[config.mk]
export PLATFORM = sky130hd
export DESIGN_NAME = alu_seq
export DESIGN_NICKNAME = d
export VERILOG_FILES = /design/src/rtl/alu_seq.sv
export SDC_FILE = /design/constraint.sdc
export NUM_CORES = 1
export LEC_CHECK = 0
export CAP_MARGIN = 20
export CORE_UTILIZATION = 44
export CTS_BUF_LIST = sky130_fd_sc_hd__clkbuf_4 sky130_fd_sc_hd__clkbuf_8
export DETAILED_ROUTE_END_ITERATION = 7
export HOLD_SLACK_MARGIN = 0.12
export PLACE_DENSITY_LB_ADDON = 0.2
export SYNTH_ARGS = -nofsm -noshare
export SYNTH_HDL_FRONTEND = slang
export SYNTH_SLANG_ARGS = --single-unit
export TNS_END_PERCENT = 30
[constraint.sdc]
create_clock -name clk -period 2.34 [get_ports clk]
set_input_delay 0.468 -clock clk [delete_from_list [all_inputs] [get_ports clk]]
set_output_delay 0.468 -clock clk [all_outputs]
set_load 0.05 [all_outputs]
[src/rtl/alu_seq.sv]
// Handshaked ALU; binary ops take one cycle, BCD add/sub take WIDTH/4 more.
// Build with ALU_BCD_EN defined to include the decimal-adjust path.
module alu_seq #(
  parameter int WIDTH = 8
) (
  input  logic             clk,
  input  logic             reset,
  input  logic             req_valid,
  output logic             req_ready,
  input  logic [WIDTH-1:0] a,
  input  logic [WIDTH-1:0] b,
  input  logic [3:0]       op,
  input  logic             c_in,
  input  logic             bcd,
  output logic             rsp_valid,
  input  logic             rsp_ready,
  output logic [WIDTH-1:0] y,
  output logic             zero,
  output logic             negative,
  output logic             overflow,
  output logic             c_out
);

  typedef enum logic [1:0] {
    IDLE = 2'd0,
`ifdef ALU_BCD_EN
    DADJ = 2'd1,
`endif
    DONE = 2'd2
  } state_t;

  state_t state_q, state_d;

  logic [WIDTH-1:0] y_q;
  logic             z_q, n_q, v_q, c_q;
  logic             acc;
  logic             dec_req;

  logic [WIDTH-1:0] bin_y;
  logic             bin_c, bin_n, bin_v;
  logic [WIDTH-1:0] addx_a;
  logic [WIDTH:0]   addx;

  assign acc = req_valid && (state_q == IDLE);

  // ops 2/3 share one adder; sub feeds ~a
  always_comb begin
    addx_a = (op == 4'h3) ? ~a : a;
    addx   = {1'b0, addx_a} + {1'b0, b} + {{WIDTH{1'b0}}, c_in};
    bin_y  = '0;
    bin_c  = 1'b0;
    bin_v  = 1'b0;
    case (op)
      4'h0: {bin_c, bin_y} = {1'b0, a} + {{WIDTH{1'b0}}, c_in};
      4'h1: {bin_c, bin_y} = {1'b0, a} - {{WIDTH{1'b0}}, c_in};
      4'h2, 4'h3: begin
        {bin_c, bin_y} = addx;
        bin_v = addx[WIDTH] ^ (addx[WIDTH-1] ^ addx_a[WIDTH-1] ^ b[WIDTH-1]);
      end
      4'h4: {bin_c, bin_y} = {a[0], c_in, a[WIDTH-1:1]};
      4'h5: {bin_c, bin_y} = {a, 1'b0};
      4'h6: {bin_c, bin_y} = {a, c_in};
      4'h7: bin_y = a | b;
      4'h8: bin_y = a & b;
      4'h9: begin
        bin_y = a & b;
        bin_v = a[WIDTH-2];
      end
      4'ha: bin_y = a ^ b;
      4'hb: {bin_c, bin_y} = {1'b1, {WIDTH{1'b1}}};
      default: ;
    endcase
    bin_n = (op == 4'h9) ? a[WIDTH-1] : bin_y[WIDTH-1];
  end

`ifdef ALU_BCD_EN
  localparam int N  = WIDTH / 4;
  localparam int KW = (N > 1) ? $clog2(N) : 1;

  logic [WIDTH-1:0] da_q, db_q, ynext;
  logic             dsub_q, dc_q, dcn, last;
  logic [KW-1:0]    k_q;
  logic [4:0]       s5;
  logic [3:0]       nib;

  assign dec_req = bcd && (op == 4'h2 || op == 4'h3);
  assign last    = (k_q == KW'(N - 1));

  // one nibble per cycle; result shifts in from the top
  always_comb begin
    nib = '0;
    dcn = 1'b0;
    if (dsub_q) begin
      s5  = {1'b0, db_q[3:0]} - {1'b0, da_q[3:0]} - {4'b0, ~dc_q};
      dcn = ~s5[4];
      nib = s5[4] ? (s5[3:0] + 4'd10) : s5[3:0];
    end else begin
      s5  = {1'b0, da_q[3:0]} + {1'b0, db_q[3:0]} + {4'b0, dc_q};
      dcn = (s5 > 5'd9);
      nib = dcn ? (s5[3:0] + 4'd6) : s5[3:0];
    end
    ynext = (y_q >> 4) | (WIDTH'(nib) << (WIDTH - 4));
  end
`else
  logic unused_bcd;
  assign unused_bcd = bcd;
  assign dec_req    = 1'b0;
`endif

  always_ff @(posedge clk or posedge reset) begin
    if (reset) state_q <= IDLE;
    else       state_q <= state_d;
  end

  always_comb begin
    state_d = state_q;
    unique case (state_q)
      IDLE: begin
`ifdef ALU_BCD_EN
        if (req_valid) state_d = dec_req ? DADJ : DONE;
`else
        if (req_valid) state_d = DONE;
`endif
      end
`ifdef ALU_BCD_EN
      DADJ: if (last) state_d = DONE;
`endif
      DONE: if (rsp_ready) state_d = IDLE;
      default: state_d = IDLE;
    endcase
  end

  always_comb begin
    req_ready = (state_q == IDLE);
    rsp_valid = (state_q == DONE);
  end

  always_ff @(posedge clk or posedge reset) begin
    if (reset) begin
      y_q <= '0;
      z_q <= 1'b0;
      n_q <= 1'b0;
      v_q <= 1'b0;
      c_q <= 1'b0;
`ifdef ALU_BCD_EN
      da_q   <= '0;
      db_q   <= '0;
      dsub_q <= 1'b0;
      dc_q   <= 1'b0;
      k_q    <= '0;
`endif
    end else if (acc) begin
      v_q <= bin_v;
      if (dec_req) begin
        y_q <= '0;
        z_q <= 1'b0;
        n_q <= 1'b0;
        c_q <= 1'b0;
`ifdef ALU_BCD_EN
        da_q   <= a;
        db_q   <= b;
        dsub_q <= (op == 4'h3);
        dc_q   <= c_in;
        k_q    <= '0;
`endif
      end else begin
        y_q <= bin_y;
        z_q <= (bin_y == '0);
        n_q <= bin_n;
        c_q <= bin_c;
      end
`ifdef ALU_BCD_EN
    end else if (state_q == DADJ) begin
      y_q  <= ynext;
      da_q <= da_q >> 4;
      db_q <= db_q >> 4;
      dc_q <= dcn;
      k_q  <= k_q + 1'b1;
      if (last) begin
        z_q <= (ynext == '0);
        n_q <= ynext[WIDTH-1];
        c_q <= dcn;
      end
`endif
    end
  end

  assign y        = y_q;
  assign zero     = z_q;
  assign negative = n_q;
  assign overflow = v_q;
  assign c_out    = c_q;

endmodule
==> impl_metrics.toml, run 1 <==
[drt]
viasPerCell = 5.63
vias = 2629
firstDrtPassIters = 5
drt_iter0_markers = 295
ant_nets = 0
drc = 0
drt-total-wl_um = 7070
wl_per_cell_um = 15.1

[synth]
syn_inst = 288
synth_cell_type_count = 55
yosys.area.top_type_share = 0.155
synthTopCellsByArea = "ha_1 16%, dfrtp_1 15%, xnor2_1 6.0%"
syn_area_per_cell_um2 = 7.56
ys_top_cells_by_count = "29 x nand2_1, 27 x ha_1, 24 x a21oi_1, 24 x inv_1, 20 x o21ai_0"
synth_top_area_cell = "ha_1"
ys_ff_latch = 13
synth_fp_nets = 343
ys_warn_count = 0
yosysMostFrequentCell = "nand2_1"
ys_seq_area_frac = 0.149
syn-cell-area_um2 = 2180
synth-async-reset-ratio = 1.00
synthFlopType = "dfrtp_1"
synth_edf_count = 0

[sta]
layout_setup_ws_ns = -0.758
maxSlewHeadroom = 0.493
finalCritPeriodShare = 1.32
hold_viol_final = 0
clock.fmax_mhz = 323
fin_crit_ns = 3.10
maxSlewViolCount = 0
tightest_slew_ns = 0.755
setup_viol = 11
rsz0062_at_grt = "yes"
clock_skew_ns = 0.00171

[clock_network]
cts.sinks = 13
cts_root_buffer = "clkbuf_8"
cts_made_buffers = 3
htreeDepth = 1
tritoncts = "yes"
clock_latency_ns = 0.24
clockBufferDepth = 2
path_clk_slew_ns = 0.05

[final_layout]
fin_area_um2 = 3420
multi_input_area_um2 = 1850
nFillCells = 419
fin_util = 0.720
seqCellArea_um2 = 325
n_antenna_cell = 0
drive_above_1_share = 0.315
syn2layout_area_growth_pct = 57.3
layout.nets = 456

[power]
clockPowerShare = 0.141
internal_power_uw = 848
seq_power_share = 0.200
p_comb_frac = 0.660
vdd_drop_max_mv = 0.304
pwr_density_cell_nw_per_um2 = 437
switching_share = 0.433
p_sw_uw = 647
p_leak_nw = 1.58

[global_routing]
grt_antenna_before_repair = 0
grt_use_total = 0.277
grt_pass1_wl_um = 11300
grt_max_degree = 31
grt_pass1_vias = 2421
gr-total-overflow = 0

[status]
violations = "setup timing"
status = "complete, but fails checks"

[worst_setup_path]
crit_arrival_ns = 3.28
startpoint_type = "primary input"
endpoint_kind = "flip-flop"
cp.required_ns = 2.52
critPathKind = "primary input to flip-flop"
worst-path-max-fanout = 4

[placed_design]
place_hpwl_um = 5480
dpl_cell_area_um2 = 3200
io_buffers = 38
gp_congestion = 0.975

[floorplanning]
num_io_pins = 40
die_w_um = 72.3
initial_core_util = 0.458
row_count = 25
die_area_um2 = 5230
dieHeight_um = 72.3
core_area_um2 = 4750

[job]
maxCapViolations = 0

[worst_hold_path]
worstHoldPathType = "flip-flop to flip-flop"
[flip-flops by register name (all words and copies together), names as in the netlist]
signal	count
state_q	1
zero	1
c_out	1
y	8
overflow	1
negative	1
[metal layers]
layer	routed length [um]	part of all wire	vias up	global-route usage
li1	-	-	1272	-
met1	3060	0.43	1238	0.362
met3	456	0.064	17	0.0319
met4	182	0.026	0	0.0763
met5	0	0	-	0
met2	3370	0.48	102	0.481
[critical path: stages]
cell	delay, ns
buf_8	0.10
nor4bb_4	0.26
buf_4	0.17
buf_4	0.10
buf_4	0.13
xnor2_2	0.06
ha_1	0.32
buf_4	0.16
a21o_1	0.18
o21ba_4	0.21
o31ai_4	0.26
xnor2_2	0.10
a211oi_2	0.33
nor4b_4	0.24
a32o_1	0.19
[cells in the final DEF (no fill, tap or decap), drive strengths merged, types with 2 or more instances in the layout]
cell           Yosys  layout
buf                9      91
clkdlybuf4s50      0      34
nand2             29      29
ha                27      27
inv               24      24
a21oi             24      24
o21ai             20      20
nor2              17      17
xnor2             15      15
dfrtp             13      13
mux2i             10      10
o22ai              7       7
nor3               6       6
nand3              6       6
a211oi             6       6
nor2b              5       5
nor3b              5       5
a21o               4       4
nand2b             4       4
a31oi              4       4
o211ai             4       4
clkbuf             8       4
nor4               3       3
mux4               2       2
a32oi              2       2
nand3b             2       2
a22oi              2       2
nand4              2       2
or3                2       2
a32o               2       2
fa                 2       2
and3               2       2
[cell type report]
type,count,area share
Clock buffer,4,0.0142
Inverter,24,0.0263
Multi-Input combinational cell,234,0.539
Sequential cell,13,0.0950
Tap cell,67,0.0245
Timing Repair Buffer,125,0.301
[through the flow]
step | setup TNS, ns | total power [mW] | hold WS, ns | cells | setup WS (ns)
after detailed placement | -11.66 | 1.20 | 0.469 | 456 | -1.36
after global routing | -6.03 | 1.59 | 0.507 | 467 | -0.885
after floorplan | -4.08 | 0.835 | 0.345 | 288 | -0.797
after CTS | -4.35 | 1.44 | 0.481 | 463 | -0.771
after global placement | -11.48 | 1.19 | 0.461 | 456 | -1.31
final | -4.47 | 1.50 | 0.473 | 467 | -0.758
[what timing repair did]
action / CTS / global route
hold buffers: 0 / 0
setup endpoints to repair: 12 / 12
gates resized for setup: 31 / 17
setup buffers: 3 / 5
pin swaps: 13 / 16
[final timing paths]
kind	endpoint	cells past startpoint	slack [ns]	start
max in group asynchronous	overflow	2	1.46	reset
setup reg to reg	zero	6	0.82	state_q[1]
hold reg to reg	negative	2	0.47	negative
setup / recovery	zero	15	-0.76	op[2]
min in group asynchronous	zero	2	0.55	reset
hold / removal	negative	2	0.47	negative
[logic make-up after synthesis]
kind of cell	share of synthesized area
buf+inv	0.0776
xor+xnor	0.0644
flops	0.149
compound gates	0.255
simple gates	0.211
fa+ha+maj	0.174
mux	0.0684
[power groups by stage]
stage,combinational [mW],sequential [mW],clock (mW)
after floorplan,0.354,0.481,0
final,0.986,0.299,0.210
after CTS,0.929,0.299,0.212
after global placement,0.889,0.302,0
after global routing,1.06,0.304,0.227
after detailed placement,0.900,0.304,0
No activity file was read; power rests on OpenSTA's default activity.
==> inputs of run 2 (changes only) <==
--- a/config.mk
+++ b/config.mk
@@ -5,12 +5,14 @@
 export SDC_FILE = /design/constraint.sdc
 export NUM_CORES = 1
 export LEC_CHECK = 0
+export ABC_AREA = 1
 export CAP_MARGIN = 20
 export CORE_UTILIZATION = 44
 export CTS_BUF_LIST = sky130_fd_sc_hd__clkbuf_4 sky130_fd_sc_hd__clkbuf_8
 export DETAILED_ROUTE_END_ITERATION = 7
 export HOLD_SLACK_MARGIN = 0.12
 export PLACE_DENSITY_LB_ADDON = 0.2
+export SKIP_LAST_GASP = 1
 export SYNTH_ARGS = -nofsm -noshare
 export SYNTH_HDL_FRONTEND = slang
 export SYNTH_SLANG_ARGS = --single-unit
==> run 2 against run 1 <==
The flow still finishes with violations (setup timing). Via count up 12%. Core utilization down 0.57 points. Synthesized area up 3.8%. Register-to-register slack better by 0.26 ns.
==> impl_metrics.toml, run 2 <==
[status]
status = "complete, but fails checks"
violations = "setup timing"

[drt]
drc = 0
vias = 2940
wl_per_cell_um = 13.6
drt_iter0_markers = 186
drt-total-wl_um = 7630
ant_nets = 0
firstDrtPassIters = 5
viasPerCell = 5.25

[worst_setup_path]
reg2reg_depth = 8
slowest_delay_ns = 0.33
crit_chain = "buf_6, nor2_4, nand2_8, xor2_4, fa_2, inv_2, fa_2, nand3_2, nand2_4, nand2_1, nand3_1, nand2_1, nor2_1, nand2_1, nor2_1, nand4_1, nand2_1"
regToRegEndpoint = "zero"
startpoint_type = "primary input"
critPathKind = "primary input to flip-flop"
rrSetupSlack_ns = 1.08
endpoint_kind = "flip-flop"
cp.required_ns = 2.52
crit_arrival_ns = 2.58
cp_slowest_cell = "fa_2"
critPathMostFrequentCell = "nand2_1"
worst-path-max-fanout = 4
timing.rr.start = "state_q[1]"

[final_layout]
fin_util = 0.715
syn2layout_area_growth_pct = 52.3
layout_common_cells = "108 x nand2_1, 64 x buf_4, 52 x inv_1"
nFillCells = 425
stdcell_count = 560
n_antenna_cell = 0
drive_above_1_share = 0.245
fin_area_um2 = 3440
layout.cells.most_common = "nand2_1"
layout.nets = 549
largest_register_ffs = 8

[synth]
synth_edf_count = 0
synth_fp_nets = 445
synth_top_area_cell = "nand2_1"
syn_area_per_cell_um2 = 5.79
ys_top_cells_by_count = "112 x nand2_1, 58 x inv_1, 55 x nor2_1"
yosysMostFrequentCell = "nand2_1"
synth_mux_area_frac = 0
synth_compound_area_frac = 0.0775
synthFlopType = "dfrtp_1"
yosys.area.top_type_share = 0.186
syn_inst = 390
ys_ff_latch = 13
synth_fa_ha_area_frac = 0.167
synth_xor_area_frac = 0.0310
synth_cell_type_count = 29
ys_warn_count = 0
syn-cell-area_um2 = 2260
synthTopCellsByArea = "nand2_1 19%, ha_1 15%, dfrtp_1 14%"
synthSimpleGateAreaFrac = 0.463
ys_seq_area_frac = 0.144
synth_top_family_by_area = "simple AND/OR/NAND/NOR gates"
synth-async-reset-ratio = 1.00

[clock_network]
cts.sinks = 13
tritoncts = "yes"
cts_made_buffers = 3
clock_latency_ns = 0.24
clockBufferDepth = 2
hold_buffers = 0
cts_root_buffer = "clkbuf_8"
path_clk_slew_ns = 0.05
htreeDepth = 1

[sta]
hold_viol_final = 0
maxSlewViolCount = 0
tns_ns = -0.0549
fin_crit_ns = 2.39
finalCritPeriodShare = 1.02
setup_viol = 1
clock_skew_ns = 0.00203
layout_setup_ws_ns = -0.0549
tightest_slew_ns = 0.512
clock.fmax_mhz = 418
rsz0062_at_grt = "yes"
maxSlewHeadroom = 0.658

[worst_hold_path]
holdPathEnd = "negative"
worstHoldPathType = "flip-flop to flip-flop"
min_from = "negative"
whs_path_depth = 2

[placed_design]
place_inst = 554
place_hpwl_um = 6170
dpl_cell_area_um2 = 3230
io_buffers = 38
gp_congestion = 0.957

[job]
maxCapViolations = 0

[global_routing]
grt_pass1_vias = 2659
grt_antenna_before_repair = 0
grt_max_degree = 14
gr-total-overflow = 0
grt_use_total = 0.293
grt_pass1_wl_um = 12200

[floorplanning]
initial_core_util = 0.469
num_io_pins = 40
core_area_um2 = 4820
die_w_um = 73.7
die_area_um2 = 5430
dieHeight_um = 73.7
row_count = 25

[power]
vdd_drop_max_mv = 0.282
p_leak_nw = 1.84
pwr_density_cell_nw_per_um2 = 413
## run 2: changes by cell type after synthesis, moves of 6 or more
cell	previous run	this run
a211oi_1	6	0
o22ai_1	7	0
inv_1	24	58
nand4_1	2	8
nand2_1	29	112
a21oi_1	24	13
xor2_1	1	7
o21ai_0	20	13
nor2_1	17	55
nand3_1	6	46
xnor2_1	15	1
mux2i_1	10	0
clkbuf_1	8	1
## run 2: cell type report
class,instances,area (um2),area share
well taps,67,83.8,0.0244
clock buffers,4,48.8,0.0142
repair buffers,104,890,0.258
multi-input cells,310,1850,0.537
flip-flops and latches,13,325,0.0945
inverters,62,245,0.0712
## run 2: per-layer routing
metal / vias to the layer above / routed length, um / track usage
met5: - / 0 / 0
met2: 133 / 3730 / 0.525
met3: 19 / 431 / 0.00686
met1: 1336 / 3270 / 0.377
met4: 0 / 201 / 0.100
li1: 1452 / - / -
## run 2: how the worst max path moves through the flow
stage / start / end / slack, ns / cells after the start
CTS: op[3] / zero / -0.14 / 16
floorplan: op[2] / zero / -0.14 / 15
finish: op[2] / zero / -0.05 / 17
global placement: op[1] / zero / -0.74 / 17
global route: op[1] / zero / -0.24 / 19
detailed placement: op[1] / zero / -0.77 / 17
## run 2: per-stage QoR
step	hold WS, ns	total power [mW]	setup WS, ns
2_1_floorplan	0.345	0.797	-0.138
3_3_place_gp	0.463	1.13	-0.736
3_5_place_dp	0.465	1.14	-0.769
4_1_cts	0.480	1.37	-0.141
5_1_grt	0.496	1.51	-0.243
6_report	0.482	1.42	-0.0549
## run 2: kinds of logic after synthesis
family          count (synthesis)
compound gates                 33
xor+xnor                        8
fa+ha+maj                      29
buf+inv                        67
flops                          13
simple gates                  240
## run 2: what timing repair did
action	4_1_cts	5_1_grt
setup endpoints to repair	11	11
setup buffers	2	1
pin swaps	15	20
gates resized for setup	30	29
## run 2: worst max-delay path: cells and delay by family
family	cells	cell delay, ns
xor+xnor	1	0.16
fa+ha+maj	2	0.61
buf+inv	2	0.18
simple gates	12	1.16
## run 2: power breakdown
group	total [mW]	internal (mW)	switching (mW)
sequential	0.301	0.274	0.0264
combinational	0.908	0.362	0.546
clock	0.211	0.132	0.0793
